`config.mk`:
```
export PLATFORM = sky130hd
export DESIGN_NAME = regfile_32x32
export DESIGN_NICKNAME = d
export VERILOG_FILES = /design/src/rtl/cpu_pkg.sv /design/src/rtl/register32.sv /design/src/rtl/regfile_32x32.sv
export SDC_FILE = /design/constraint.sdc
export NUM_CORES = 2
export LEC_CHECK = 0
export ABC_CLOCK_PERIOD_IN_PS = 5400
export BUFFER_PORTS_ARGS = -buffer_cell sky130_fd_sc_hd__buf_4
export CAP_MARGIN = 25
export CORE_MARGIN = 3
export CORE_UTILIZATION = 50
export DETAILED_ROUTE_END_ITERATION = 10
export PLACE_DENSITY = 0.66
export SLEW_MARGIN = 0
export SYNTH_ARGS = -nofsm -noshare
export SYNTH_HDL_FRONTEND = slang
export SYNTH_SLANG_ARGS = --single-unit
export TNS_END_PERCENT = 30
```
`constraint.sdc`:
```
create_clock -name clk -period 5.4 [get_ports clk]
set_input_delay 0.54 -clock clk [delete_from_list [all_inputs] [get_ports clk]]
set_output_delay 0.54 -clock clk [all_outputs]
set_load 0.005 [all_outputs]
```
`src/rtl/cpu_pkg.sv`:
```
// Shared CPU constants: datapath width, register address width and the zero-register index.
package cpu_pkg;

  localparam int DATA_W   = 32;
  localparam int ADDR_W   = 5;
  localparam int NUM_REGS = 32;
  localparam int REG_ZERO = 0;

endpackage : cpu_pkg

```
`src/rtl/register32.sv`:
```
// One architectural register: synchronous active-high clear, load when en is high.
module register32
  import cpu_pkg::*;
#(
  parameter int W = DATA_W
) (
  input  logic         clk,
  input  logic         reset,
  input  logic         en,
  input  logic [W-1:0] d,
  output logic [W-1:0] q
);

  always_ff @(posedge clk) begin
    if (reset) begin
      q <= '0;
    end else if (en) begin
      q <= d;
    end
  end

endmodule : register32

```
`src/rtl/regfile_32x32.sv`:
```
// Register file with r0 hardwired to zero, one synchronous write port and two combinational read ports.
// Optional same-cycle write-to-read forwarding is compiled in when REGFILE_BYPASS_EN is defined.
module regfile_32x32 #(
  parameter int DATA_W = 32,
  parameter int ADDR_W = 5
) (
  input  logic              clk,
  input  logic              reset,
  input  logic              wr_en,
  input  logic [ADDR_W-1:0] wr_addr,
  input  logic [DATA_W-1:0] wr_data,
  input  logic [ADDR_W-1:0] rd_addr_a,
  output logic [DATA_W-1:0] rd_data_a,
  input  logic [ADDR_W-1:0] rd_addr_b,
  output logic [DATA_W-1:0] rd_data_b
);

  import cpu_pkg::REG_ZERO;

  localparam int NREGS = 1 << ADDR_W;
  localparam logic [ADDR_W-1:0] ZERO_ADDR = ADDR_W'(REG_ZERO);

  logic [NREGS-1:0]  wr_sel;
  logic [DATA_W-1:0] regs [NREGS];
  logic              wr_live;

  // r0 is never a write target, so its select bit stays low.
  assign wr_live = wr_en && (wr_addr != ZERO_ADDR);

  always_comb begin
    wr_sel = '0;
    if (wr_live) begin
      wr_sel[wr_addr] = 1'b1;
    end
  end

  assign regs[0] = '0;

  generate
    for (genvar gi = 1; gi < NREGS; gi++) begin : g_reg
      register32 #(
        .W (DATA_W)
      ) u_reg (
        .clk   (clk),
        .reset (reset),
        .en    (wr_sel[gi]),
        .d     (wr_data),
        .q     (regs[gi])
      );
    end
  endgenerate

  logic [DATA_W-1:0] stored_a;
  logic [DATA_W-1:0] stored_b;

  assign stored_a = (rd_addr_a == ZERO_ADDR) ? '0 : regs[rd_addr_a];
  assign stored_b = (rd_addr_b == ZERO_ADDR) ? '0 : regs[rd_addr_b];

`ifdef REGFILE_BYPASS_EN
  logic fwd_a;
  logic fwd_b;

  // wr_live already excludes r0, so r0 is never forwarded.
  assign fwd_a = wr_live && !reset && (rd_addr_a == wr_addr);
  assign fwd_b = wr_live && !reset && (rd_addr_b == wr_addr);

  assign rd_data_a = fwd_a ? wr_data : stored_a;
  assign rd_data_b = fwd_b ? wr_data : stored_b;
`else
  assign rd_data_a = stored_a;
  assign rd_data_b = stored_b;
`endif

endmodule : regfile_32x32

```
* Word-level counts from Yosys, hierarchy flattened
Index checks and enable logic that the tools add are counted.
** Word-level totals
- Output and inout bits :: 64
- Input port bits :: 50
- Bits in registers :: 992
** Operators by class
- Mux-type cells :: 11
- Bitwise logic cells :: 2
- $lt $le $gt $ge :: 4
- Reductions and logical operators :: 5
** Operator list (number)
- 32-bit binary-select mux with 5-bit select :: 2
- 32-bit two-way mux :: 7
- 6-bit greater-or-equal comparator (second input constant) :: 2
- 5-bit inverter with 6-bit output :: 2
- 5-bit zero test :: 2
- 5-bit by 6-bit less-than comparator with 1-bit output (second input constant) :: 1
- 1-bit demux with 5-bit select :: 1
- 5-bit by 1-bit greater-or-equal comparator with 1-bit output (second input constant) :: 1
- 5-bit nonzero test :: 1
- 1-bit logical AND :: 2
- 1-bit two-way mux :: 1

* Logic depth before layout (Yosys ltp)
- Word-level depth :: 5
- Gate-level depth with buffers :: 8
- Gate-level depth less buffers :: 4

* By module
From an unflattened synthesis, not the netlist that was laid out.
** Second synthesis, totals
- Cell total of the unflattened synthesis :: 4791
- Area, all modules :: 52758.1 µm²
** Modules (own cells, without submodules)
- register32 :: times used 31, cells an instance 103, sequential area each 640.6 µm², area an instance 1163.6 µm²
- regfile_32x32 :: times used 1, cells an instance 1598, sequential area each 0.0 µm², area an instance 16686.0 µm²

* Least setup slack after synthesis
No wires, ideal clock.
- Path type :: input to output
- From :: input port rd_addr_b[0]
- To :: output port rd_data_b[1]
- Stages :: 7
- Setup slack :: 2.780 ns
- Buffers on the path :: 3
- Data arrival time :: 2.080 ns
- Cell sequence :: buf_2 buf_6 buf_2 mux4_2 mux2i_1 o22ai_1 a31o_2
** Between the ends
- Cells in the longest elaborated chain, start to end :: 5
- Elaborated cells on any way between the ends :: 6
** Ends and longest elaborated chain
- start, declared :: RTL line regfile_32x32.sv:14 : input logic [ADDR_W-1:0] rd_addr_b,
- 5-bit inverter with 6-bit output (implied by the code) :: RTL line regfile_32x32.sv:57 : assign stored_b = (rd_addr_b == ZERO_ADDR) ? '0 : regs[rd_addr_b];
- 32-bit binary-select mux with 5-bit select :: RTL line regfile_32x32.sv:57
- 32-bit two-way mux (implied by the code) (2 in series) :: RTL line regfile_32x32.sv:57
- 32-bit two-way mux * :: RTL line regfile_32x32.sv:57
- end, declared :: RTL line regfile_32x32.sv:15 : output logic [DATA_W-1:0] rd_data_b
Mark *: on every way between the ends. The rest lies on a longest branch, timed or not. The select of a mux whose other input is x is not followed.

* Worst setup path after layout
- From :: input port rd_addr_a[1]
- To :: output port rd_data_a[30]
** Between the ends
- Cells in the longest elaborated chain, start to end :: 5
- Elaborated cells on any way between the ends :: 6
** Ends and longest elaborated chain
- start, declared :: RTL line regfile_32x32.sv:12 : input logic [ADDR_W-1:0] rd_addr_a,
- 5-bit inverter with 6-bit output (implied by the code) :: RTL line regfile_32x32.sv:56 : assign stored_a = (rd_addr_a == ZERO_ADDR) ? '0 : regs[rd_addr_a];
- 32-bit binary-select mux with 5-bit select :: RTL line regfile_32x32.sv:56
- 32-bit two-way mux (implied by the code) (2 in series) :: RTL line regfile_32x32.sv:56
- 32-bit two-way mux * :: RTL line regfile_32x32.sv:56
- end, declared :: RTL line regfile_32x32.sv:13 : output logic [DATA_W-1:0] rd_data_a,
Marks and branches as above.

==> results.toml <==
[layout]
largest_reg_flops = 992
regArea_um2 = 19900
drive_gt1_share_pct = 18.7
final_cell_area_um2 = 55700
multi_input_area_um2 = 28600
flow.area_growth_from_synthesis_pct = 9.81
nNetsFinal = 5613
reg_top3 = "g.u_reg.q (992)"
top_register = "g.u_reg.q"
final.fill_count = 8828

[grt]
gr-total-overflow = 0
globalRouteTotalUtil_pct = 36.2
first_global_vias = 42976
grt_antenna_before_repair = 8
grt_pass1_wl_um = 288000
grt_max_degree = 168

[routing]
firstDrtPassIters = 6
wl_um = 198000
detail-route-antenna-nets = 0
drc_errors = 0
avgViaCountPerCell = 6.60
wire_per_inst_um = 28.2
vias = 46272
drt-initial-drc-count = 6749

[min_path]
hold_class = "input port to register"

[cts]
clk_pin_slew_ns = 0.07
insertion_delay_ns = 0.69
clk_path_buf_depth = 3
cts-buffers-inserted = 102
cts_tree = "yes"
cts_sinks = 992
cts_setup_buffers = 0
cts_root_buf = "clkbuf_16"
postCtsHoldBufs = 0
cts_resized = 0
cts_htree_levels = 3

[sta]
slew_violations = 0
fin_crit_ns = 4.49
fmax_ghz = 0.223
finalSetupTns_ns = 0
period_share_pct = 83.2
fin_skew_ns = 0
finalHoldViolCount = 0
slew_headroom_pct = 19.0
setup_viol = 0
grt_setup_unrepaired = "no"
worst_pin_slew_ns = 1.22

[critical_path]
worstPathRequired_ns = 4.86
cp_max_fo = 69
worstPathArrival_ns = 3.95
crit_path_end_kind = "output pin"
crit_path_start_kind = "input port"
crit_type = "input port to output pin"

[pwr]
power_density_nw_per_um2 = 293
p_leak_uw = 0.0183
vdd_drop_max_mv = 0.291

[logic_synthesis]
synthTopCellsByArea = "dfxtp_1, mux4_2, nand2_1"
netlist_instances = 5829
ys_seq_elements = 992
synth_ff_type = "dfxtp_1"
seq_area_frac_synth_pct = 39.2
synth.largest_area_cell = "dfxtp_1"
avgSynthCellArea_um2 = 8.70
synth_nets = 5879
synth_cell_types = 49
ys_warn_count = 0
async_flop_share_pct = 0
synth_top_area_share_pct = 39.2
synth_edf_count = 0
synth_area_um2 = 50700

[place]
place_area_um2 = 52200
dp_hpwl_um = 114000
place.gp.congestion = 0.885
port_buffers = 113

[job]
drv_cap = 0

[floorplanning]
coreArea_um2 = 100000
die_y_um = 324
rows = 116
die_x_um = 324
start_util_pct = 50.6
die_area_um2 = 105000
io_pins = 114

[status]
status = "complete, no violations"
-- layer usage --
metal | vias to the layer above | GRT usage (%) | wire length [um]
met2 | 3255 | 53.0 | 84600
li1 | 19838 | - | -
met5 | - | 0 | 0
met3 | 734 | 9.88 | 27000
met1 | 22445 | 48.5 | 74000
met4 | 0 | 19.9 | 12400
-- path summary, 6_finish.rpt --
path                                end  cells after the start  slack (ns)                  start
setup / recovery          rd_data_a[30]                      7        0.91           rd_addr_a[1]
hold / removal     g_reg[25].u_reg.q[1]                      3        0.27             wr_data[1]
setup reg to reg  g_reg[19].u_reg.q[18]                      2        4.68  g_reg[19].u_reg.q[18]
hold reg to reg   g_reg[20].u_reg.q[30]                      2        0.46  g_reg[20].u_reg.q[30]
-- worst max-delay path, stage by stage --
cell and delay [ns]:
buf_8 0.49, or3_1 0.92, buf_4 0.33, o221ai_1 0.14
a221oi_1 0.97, a21oi_1 0.19, buf_4 0.23
-- synth_stat cells, types with 5 or more instances --
master	instances
mux4_2	378
buf_1	11
o32ai_1	17
a221o_1	22
or3b_2	5
buf_6	22
and3b_1	5
a2111oi_0	7
a31o_2	15
nor2_1	45
o22a_1	17
nand3b_1	5
a22oi_1	18
a211oi_1	12
o22ai_1	29
o21a_1	17
nor2b_1	48
buf_2	108
mux2_2	186
a22o_1	9
nand2_1	2060
or2_2	7
a221oi_1	62
mux2i_1	147
buf_4	12
o21ai_0	20
o221ai_1	51
dfxtp_1	992
nand2b_1	8
a21oi_1	1009
clkbuf_1	444
-- final cells by class --
type	count	area share (%)
Antenna cell	8	0.0360
Clock buffer	157	5.53
Clock inverter	30	0.688
Inverter	3	0.0247
Multi-Input combinational cell	4236	51.3
Sequential cell	992	35.7
Tap cell	1357	3.05
Timing Repair Buffer	228	3.69
-- report_power, final --
part | total [uW] | switching [uW] | internal, uW
combinational | 1450 | 1010 | 439
sequential | 7410 | 39.8 | 7370
clock | 7440 | 3140 | 4300
-- kinds of logic after synthesis --
kind of cell | count (synthesis) | share of synthesized area [%]
AOI/OAI and AO/OA | 1319 | 15.0
buffers and inverters | 601 | 5.14
DFF | 992 | 39.2
and+or+nand+nor | 2206 | 16.9
muxes | 711 | 23.8
-- layout by cell type (no fill, tap or decap), types with 32 or more instances in the layout --
| cell | synthesis | final |
|---|---|---|
| nor2b_1 | 48 | 45 |
| a221oi_1 | 62 | 62 |
| nand2_1 | 2060 | 2028 |
| mux2i_1 | 147 | 147 |
| mux4_2 | 378 | 378 |
| clkbuf_16 | 0 | 104 |
| buf_4 | 12 | 198 |
| a21oi_1 | 1009 | 1009 |
| o221ai_1 | 51 | 51 |
| nand2_2 | 0 | 32 |
| dfxtp_1 | 992 | 992 |
| mux2_2 | 186 | 186 |
-- stage by stage --
step	total power [uW]	hold WS (ns)	setup slack, ns	util [%]	cells
2_1_floorplan	8430	0.442	2.78	-	5829
3_3_place_gp	8950	0.449	1.20	51.8	6804
3_5_place_dp	8960	0.457	1.18	52.0	6814
4_1_cts	16200	0.250	1.18	55.5	7001
5_1_grt	16600	0.274	0.917	55.5	7006
6_report	16300	0.269	0.909	55.5	7011
(Power assumes the default switching activity.)
